`config.mk`:
```
export PLATFORM = sky130hd
export DESIGN_NAME = hilo_mult_unit
export DESIGN_NICKNAME = d
export VERILOG_FILES = /design/src/rtl/hilo_mult_unit.sv
export SDC_FILE = /design/constraint.sdc
export NUM_CORES = 1
export LEC_CHECK = 0
export BUFFER_PORTS_ARGS = -buffer_cell sky130_fd_sc_hd__buf_2
export CAP_MARGIN = 40
export CORE_UTILIZATION = 25
export DETAILED_ROUTE_END_ITERATION = 6
export SLEW_MARGIN = 20
export SYNTH_ARGS = -nofsm -noshare
export SYNTH_HDL_FRONTEND = slang
export SYNTH_SLANG_ARGS = --single-unit
```
`constraint.sdc`:
```
create_clock -name clk -period 2.8 [get_ports clk]
set_input_delay 0.7 -clock clk [delete_from_list [all_inputs] [get_ports clk]]
set_output_delay 0.7 -clock clk [all_outputs]
set_load 0.01 [all_outputs]
```
`src/rtl/hilo_mult_unit.sv`:
```
`default_nettype none
// ============================================================================
// Module   : hilo_mult_unit
// Purpose  : Iterative radix-2 signed/unsigned multiplier with HI/LO result
//            registers, MFHI/MFLO-style registered reads and a busy stall.
// Revision : 1.0 - initial release
// ============================================================================
module hilo_mult_unit #(
    parameter int WIDTH = 16,
    parameter int CNT_W = 5
) (
    input  logic             clk,
    input  logic             rst,
    input  logic             start_valid,
    output logic             start_ready,
    input  logic             op_signed,
    input  logic [WIDTH-1:0] a,
    input  logic [WIDTH-1:0] b,
    output logic             busy,
    output logic             done,
    input  logic             rd_en,
    input  logic             rd_sel,
    output logic [WIDTH-1:0] rd_data,
    output logic             rd_valid,
    output logic             stall
);

    typedef enum logic [1:0] {
        IDLE = 2'd0,
        RUN  = 2'd1,
        FIX  = 2'd2
    } state_t;

    localparam logic [CNT_W-1:0] C_LAST_CNT = CNT_W'(WIDTH - 1);

    state_t               state_q,    state_d;
    logic [2*WIDTH-1:0]   mcand_q,    mcand_d;
    logic [WIDTH-1:0]     mplier_q,   mplier_d;
    logic [2*WIDTH-1:0]   acc_q,      acc_d;
    logic [CNT_W-1:0]     cnt_q,      cnt_d;
    logic                 neg_q,      neg_d;
    logic [WIDTH-1:0]     hi_q,       hi_d;
    logic [WIDTH-1:0]     lo_q,       lo_d;
    logic                 done_q,     done_d;
    logic [WIDTH-1:0]     rd_data_q,  rd_data_d;
    logic                 rd_valid_q, rd_valid_d;

    logic [WIDTH-1:0]     a_mag;
    logic [WIDTH-1:0]     b_mag;
    logic [2*WIDTH-1:0]   fix_result;

    assign busy        = (state_q != IDLE);
    assign start_ready = (state_q == IDLE);
    assign stall       = rd_en && busy;
    assign done        = done_q;
    assign rd_data     = rd_data_q;
    assign rd_valid    = rd_valid_q;

    // The most-negative value negates to itself, which is its correct
    // unsigned magnitude.
    assign a_mag      = (op_signed && a[WIDTH-1]) ? (~a + 1'b1) : a;
    assign b_mag      = (op_signed && b[WIDTH-1]) ? (~b + 1'b1) : b;
    assign fix_result = neg_q ? (~acc_q + 1'b1) : acc_q;

    always_comb begin
        state_d    = state_q;
        mcand_d    = mcand_q;
        mplier_d   = mplier_q;
        acc_d      = acc_q;
        cnt_d      = cnt_q;
        neg_d      = neg_q;
        hi_d       = hi_q;
        lo_d       = lo_q;
        done_d     = 1'b0;
        rd_data_d  = rd_data_q;
        rd_valid_d = 1'b0;

        case (state_q)
            IDLE: begin
                if (start_valid) begin
                    mcand_d  = {{WIDTH{1'b0}}, a_mag};
                    mplier_d = b_mag;
                    neg_d    = op_signed && (a[WIDTH-1] ^ b[WIDTH-1]);
                    acc_d    = '0;
                    cnt_d    = '0;
                    state_d  = RUN;
                end
            end
            RUN: begin
                if (mplier_q[0]) begin
                    acc_d = acc_q + mcand_q;
                end
                mcand_d  = mcand_q << 1;
                mplier_d = mplier_q >> 1;
                cnt_d    = cnt_q + CNT_W'(1);
                if (cnt_q == C_LAST_CNT) begin
                    state_d = FIX;
                end
            end
            FIX: begin
                hi_d    = fix_result[2*WIDTH-1:WIDTH];
                lo_d    = fix_result[WIDTH-1:0];
                done_d  = 1'b1;
                state_d = IDLE;
            end
            default: begin
                state_d = IDLE;
            end
        endcase

        // Reads see HI/LO as they stand before this edge's FSM update.
        if (rd_en && !busy) begin
            rd_data_d  = rd_sel ? hi_q : lo_q;
            rd_valid_d = 1'b1;
        end
    end

    always_ff @(posedge clk) begin
        if (!rst) begin
            state_q    <= IDLE;
            mcand_q    <= '0;
            mplier_q   <= '0;
            acc_q      <= '0;
            cnt_q      <= '0;
            neg_q      <= 1'b0;
            hi_q       <= '0;
            lo_q       <= '0;
            done_q     <= 1'b0;
            rd_data_q  <= '0;
            rd_valid_q <= 1'b0;
        end else begin
            state_q    <= state_d;
            mcand_q    <= mcand_d;
            mplier_q   <= mplier_d;
            acc_q      <= acc_d;
            cnt_q      <= cnt_d;
            neg_q      <= neg_d;
            hi_q       <= hi_d;
            lo_q       <= lo_d;
            done_q     <= done_d;
            rd_data_q  <= rd_data_d;
            rd_valid_q <= rd_valid_d;
        end
    end

endmodule
`default_nettype wire

```
Word level (Yosys, flattened, before mapping)
Index checks and enable logic that the tools add are counted.

Register bits after elaboration: 138. Memories kept: 0. Latch bits: 0. Word-level logic and storage cells: 57. Output and inout port bits: 21. Memory bits (writable): 0. Bits of input ports: 38. Bits in read-only memories: 0.

$mul: 0. Magnitude comparators: 0. Multiplexer cells: 18. Bitwise operators: 4. Add/subtract/negate cells: 5. Shift operators: 0. Eq/ne operators: 6. Reductions and logical operators: 13. Div/mod/pow operators: 0.

Operators with widths (count): 2-to-1 mux 32 bit (4); one-hot mux 32 bit (2 select lines) (2); 2-to-1 mux 16 bit (4); adder 16 x 1 -> 16 bit, second input constant (2); adder 32 x 1 -> 32 bit, second input constant (1); adder 32 bit (1); NOT 16 bit (2); NOT 32 bit (1); one-hot mux 16 bit (2 select lines) (1); one-hot mux 5 bit (2 select lines) (1); != test 2 bit, second input constant (3); AND reduction 2 bit (3); adder 5 x 1 -> 5 bit, second input constant (1); == test 5 x 4 -> 1 bit, second input constant (1); logical AND 1 bit (5); 2-to-1 mux 5 bit (1); 2-to-1 mux 2 bit (2); one-hot mux 2 bit (2 select lines) (1); nonzero test 2 bit (2); AND reduction 3 bit (1); == test 2 x 1 -> 1 bit, second input constant (1); == test 2 bit, second input constant (1); logical NOT 2 bit (1); 2-to-1 mux 1 bit (2); other kinds (2) (2).

Longest topological paths before layout
Depth in word-level cells: 5. Mapped depth: 12.

Worst setup path after synthesis
OpenSTA, ideal clock, no wires.

Path kind: register -> register. Start point: register acc_q[1]. End point: register hi_q[10]. Data required time: 2714 ps. Buffers on the path: 0. Arrival time: 2658 ps. Cell stages (with the launch flop): 11. Library setup time: 86 ps. Path slack: 57 ps. Cells stage by stage: dfxtp_1 > inv_1 > ha_1 > nand2_1 > or4_4 > or3_4 > or4_4 > nand2b_4 > o41ai_4 > xor2_1 > a211oi_1.

Longest elaborated chain between the ends: 3.

RTL lines: start: declaration (line 39) `logic [2*WIDTH-1:0] acc_q, acc_d;`; start signal: assignment (line 123) `acc_q <= '0;`; start signal: assignment (line 135) `acc_q <= acc_d;`; NOT 32 bit (line 63) `assign fix_result = neg_q ? (~acc_q + 1'b1) : acc_q;`; adder 32 x 1 -> 32 bit (line 63); 2-to-1 mux 32 bit (line 63); end signal: assignment (line 138) `hi_q <= hi_d;`; end: declaration (line 42) `logic [WIDTH-1:0] hi_q, hi_d;`.

Every way passes these cells. A chain may end at the register's enable or synchronous reset.

Worst setup path after layout
Start point: register acc_q[0]. End point: register hi_q[10].

Same word-level chain as after synthesis.

==> results.yml <==
final_layout:
  utilization_pct: 31.38
  drive_gt1_share_pct: 18.18
  diodes: 0
  final_cells: 1452
  syn_to_final_growth_pct: 23.09
  nets: 1118
timing:
  worst_pin_slew_ns: 0.6221
  tns_ns: 0
  fin_worst_skew_ns: 0.007779
  hold_violations: 0
  timing.fmax_ghz: 0.3635
  drv_slew: 0
  slew_headroom_pct: 58.53
  fin_crit_ns: 2.751
  setup_viol: 0
  layout_setup_ws_ns: 0.04867
  rsz0062_at_grt: "true"
  finalCritPeriodShare_pct: 98.26
power_and_ir_drop:
  p_sw_mw: 1.317
  p_per_area_nw_per_um2: 515.2
  p_comb_share_pct: 10.1
  power_frac_clock_pct: 48.4
  swShare_pct: 26.48
  p_int_mw: 3.655
  pwr-share-seq_pct: 41.5
  leakage_nw: 3.930
  vdd_ir_drop_max_mv: 0.3868
logic_synthesis:
  synth_seq_cells: 138
  yosys_most_used_dff: "dfxtp_1"
  seq_area_frac_synth_pct: 35.24
  yosys-top-cells-area: "dfxtp_1, xor2_1, ha_1"
  syn_avg_cell_area_um2: 8.141
  synth_cells: 963
  synth_top_area_cell: "dfxtp_1"
  synth_most_common_cell: "dfxtp_1"
  synth_cell_type_count: 59
  synth_edf_count: 0
  synth_area_um2: 7840
  syn_nets: 1038
  synth_top_area_share_pct: 35.24
  yosysWarnings: 0
  netlist_top_cells_count: "dfxtp_1, nand2_1, nor2_1, a21oi_1, xor2_1"
  async_flop_share_pct: 0
clocking:
  cts_tree: "built"
  cts.sinks: 138
  path_clk_slew_ns: 0.06
  clkLatencyLatePin_ns: 0.42
  clockRootBuffer: "clkbuf_16"
  cts_buffers: 17
  clock_path_buffers: 2
  htreeDepth: 4
  ctsHoldBuffers: 0
critical_path:
  crit_path_frequent_cell: "or4_4"
  rr_worst_depth: 10
  critPathMaxStageDelay_ns: 0.50
  critPathCaptureType: "flip-flop"
  worstPathRequired_ns: 3.08
  start_kind: "flip-flop"
  crit_buf_inv: 1
  r2r_slack_ns: 0.05
  r2r-end: "hi_q[10]"
  path_depth: 10
  critPathKind: "flip-flop to flip-flop"
  cp_top_family: "simple AND/OR/NAND/NOR gates"
  worstPathArrival_ns: 3.03
  reg2reg_from: "acc_q[0]"
  cp_cell_sequence: "inv_4 -> ha_4 -> nand2_2 -> or4_4 -> or3_4 -> or4_4 -> nand2b_4 -> o41ai_4 -> xor2_1 -> a211oi_1"
  cp_max_fo: 4
  cp_slowest_cell: "or4_4"
worst_hold_path:
  hold_start: "mplier_q[3]"
  hold-path-endpoint: "mplier_q[2]"
  hold_class: "flip-flop to flip-flop"
  hold_depth: 2
placement:
  hpwl_um: 14910
  place.port_buffers: 58
  dpl_worst_slack_ns: -0.01563
  dp_cells: 1418
  gp_congestion: 0.8774
outcome:
  violations: "DRC"
  status: "finished with violations"
detailed_routing:
  first_iter_violations: 489
  drc: 8
  antenna_left: 0
  avgRoutedWirePerCell_um: 13.83
  routed_via_density: 4.826
  dr.pass1.iters: 7
  via_count: 7008
  wl_um: 20080
floorplanning:
  start_util_pct: 25.50
  die_w_um: 179.1
  io_pins: 59
  die_y_um: 179.1
  dieArea_um2: 32070
  row_count: 64
  coreArea_um2: 30750
global_route:
  antenna_found_initial: 2
  grt_overflow: 0
  grt_pass1_vias: 6587
  grt_pass1_wl_um: 33120
  track_usage_pct: 12.99
  grt_start_max_net_pins: 117
job:
  max_cap_viol_count: 0
==> per-stage QoR <==
step                hold WS [ns]  power (mW)  area, um^2
finish                    0.4554       4.972        9651
global route              0.4861       5.170        9651
CTS                       0.4579       5.024        9538
detailed placement        0.4524       2.610        8904
global placement          0.4462       2.600        8896
floorplan                 0.4316       2.431        7840
==> worst max-delay path by stage <==
| stage | from | endpoint | slack [ns] |
|---|---|---|---|
| 5_1_grt | mcand_q[18] | acc_q[31] | -0.09 |
| 2_1_floorplan | acc_q[1] | hi_q[10] | 0.06 |
| 3_5_place_dp | acc_q[0] | hi_q[12] | -0.02 |
| 3_3_place_gp | acc_q[1] | hi_q[10] | 0.03 |
| 4_1_cts | acc_q[0] | hi_q[10] | -0.02 |
| 6_report | acc_q[0] | hi_q[10] | 0.05 |
==> placed cells by master (no fill, tap or decap), types with 39 or more instances in the layout <==
master / count
buf_4: 60
xor2_1: 57
nand2_1: 105
nor2_1: 92
a211oi_1: 50
a22oi_1: 39
dfxtp_1: 132
buf_2: 58
o21ai_0: 40
a21oi_1: 86
==> sequential cells by signal (all words and copies together) (netlist names), 2 cells and up <==
signal,count
acc_q,32
mcand_q,32
hi_q,16
lo_q,16
mplier_q,16
rd_data,16
cnt_q,5
state_q,2
==> worst min-delay path, stage by stage (launching register included) <==
cell and delay (ns):
dfxtp_1 0.31, nand2_1 0.05, a21oi_1 0.05
==> power groups by stage <==
stage / combinational, mW / clock, mW / sequential, mW
final: 0.503 / 2.41 / 2.06
after floorplan: 0.326 / 0 / 2.11
after detailed placement: 0.501 / 0 / 2.11
after global placement: 0.492 / 0 / 2.11
after global routing: 0.560 / 2.54 / 2.07
after CTS: 0.503 / 2.46 / 2.06
==> final cells by class <==
cell class / instances / area, um^2
clock inverter: 15 / 206.4
tap: 396 / 495.5
clock buffer: 17 / 425.4
fill: 3275 / 21100
multi-input combinational: 750 / 4901
sequential: 138 / 2775
timing repair buffer: 120 / 780.7
inverter: 16 / 66.31
==> what timing repair did <==
item                       CTS  global route
resized for setup            2            33
setup buffers                0             2
setup endpoints to repair    3            14
pin swaps                    0            11
==> metal layers <==
metal | vias up | track usage [%] | wire length [um]
met4 | 0 | 2.648 | 123
met3 | 9 | 2.990 | 1046
li1 | 3667 | - | -
met2 | 120 | 19.95 | 8613
met5 | - | 0 | 0
met1 | 3212 | 18.33 | 10300
==> cells by family after synthesis <==
family | share of synthesized area (%)
AO/OA/AOI/OAI | 24.78
buffers and inverters | 3.591
XOR/XNOR | 9.272
adder cells (fa/ha/maj) | 6.001
flip-flops | 35.24
AND/OR/NAND/NOR | 18.56
multiplexers | 2.553
(Power assumes the default switching activity.)
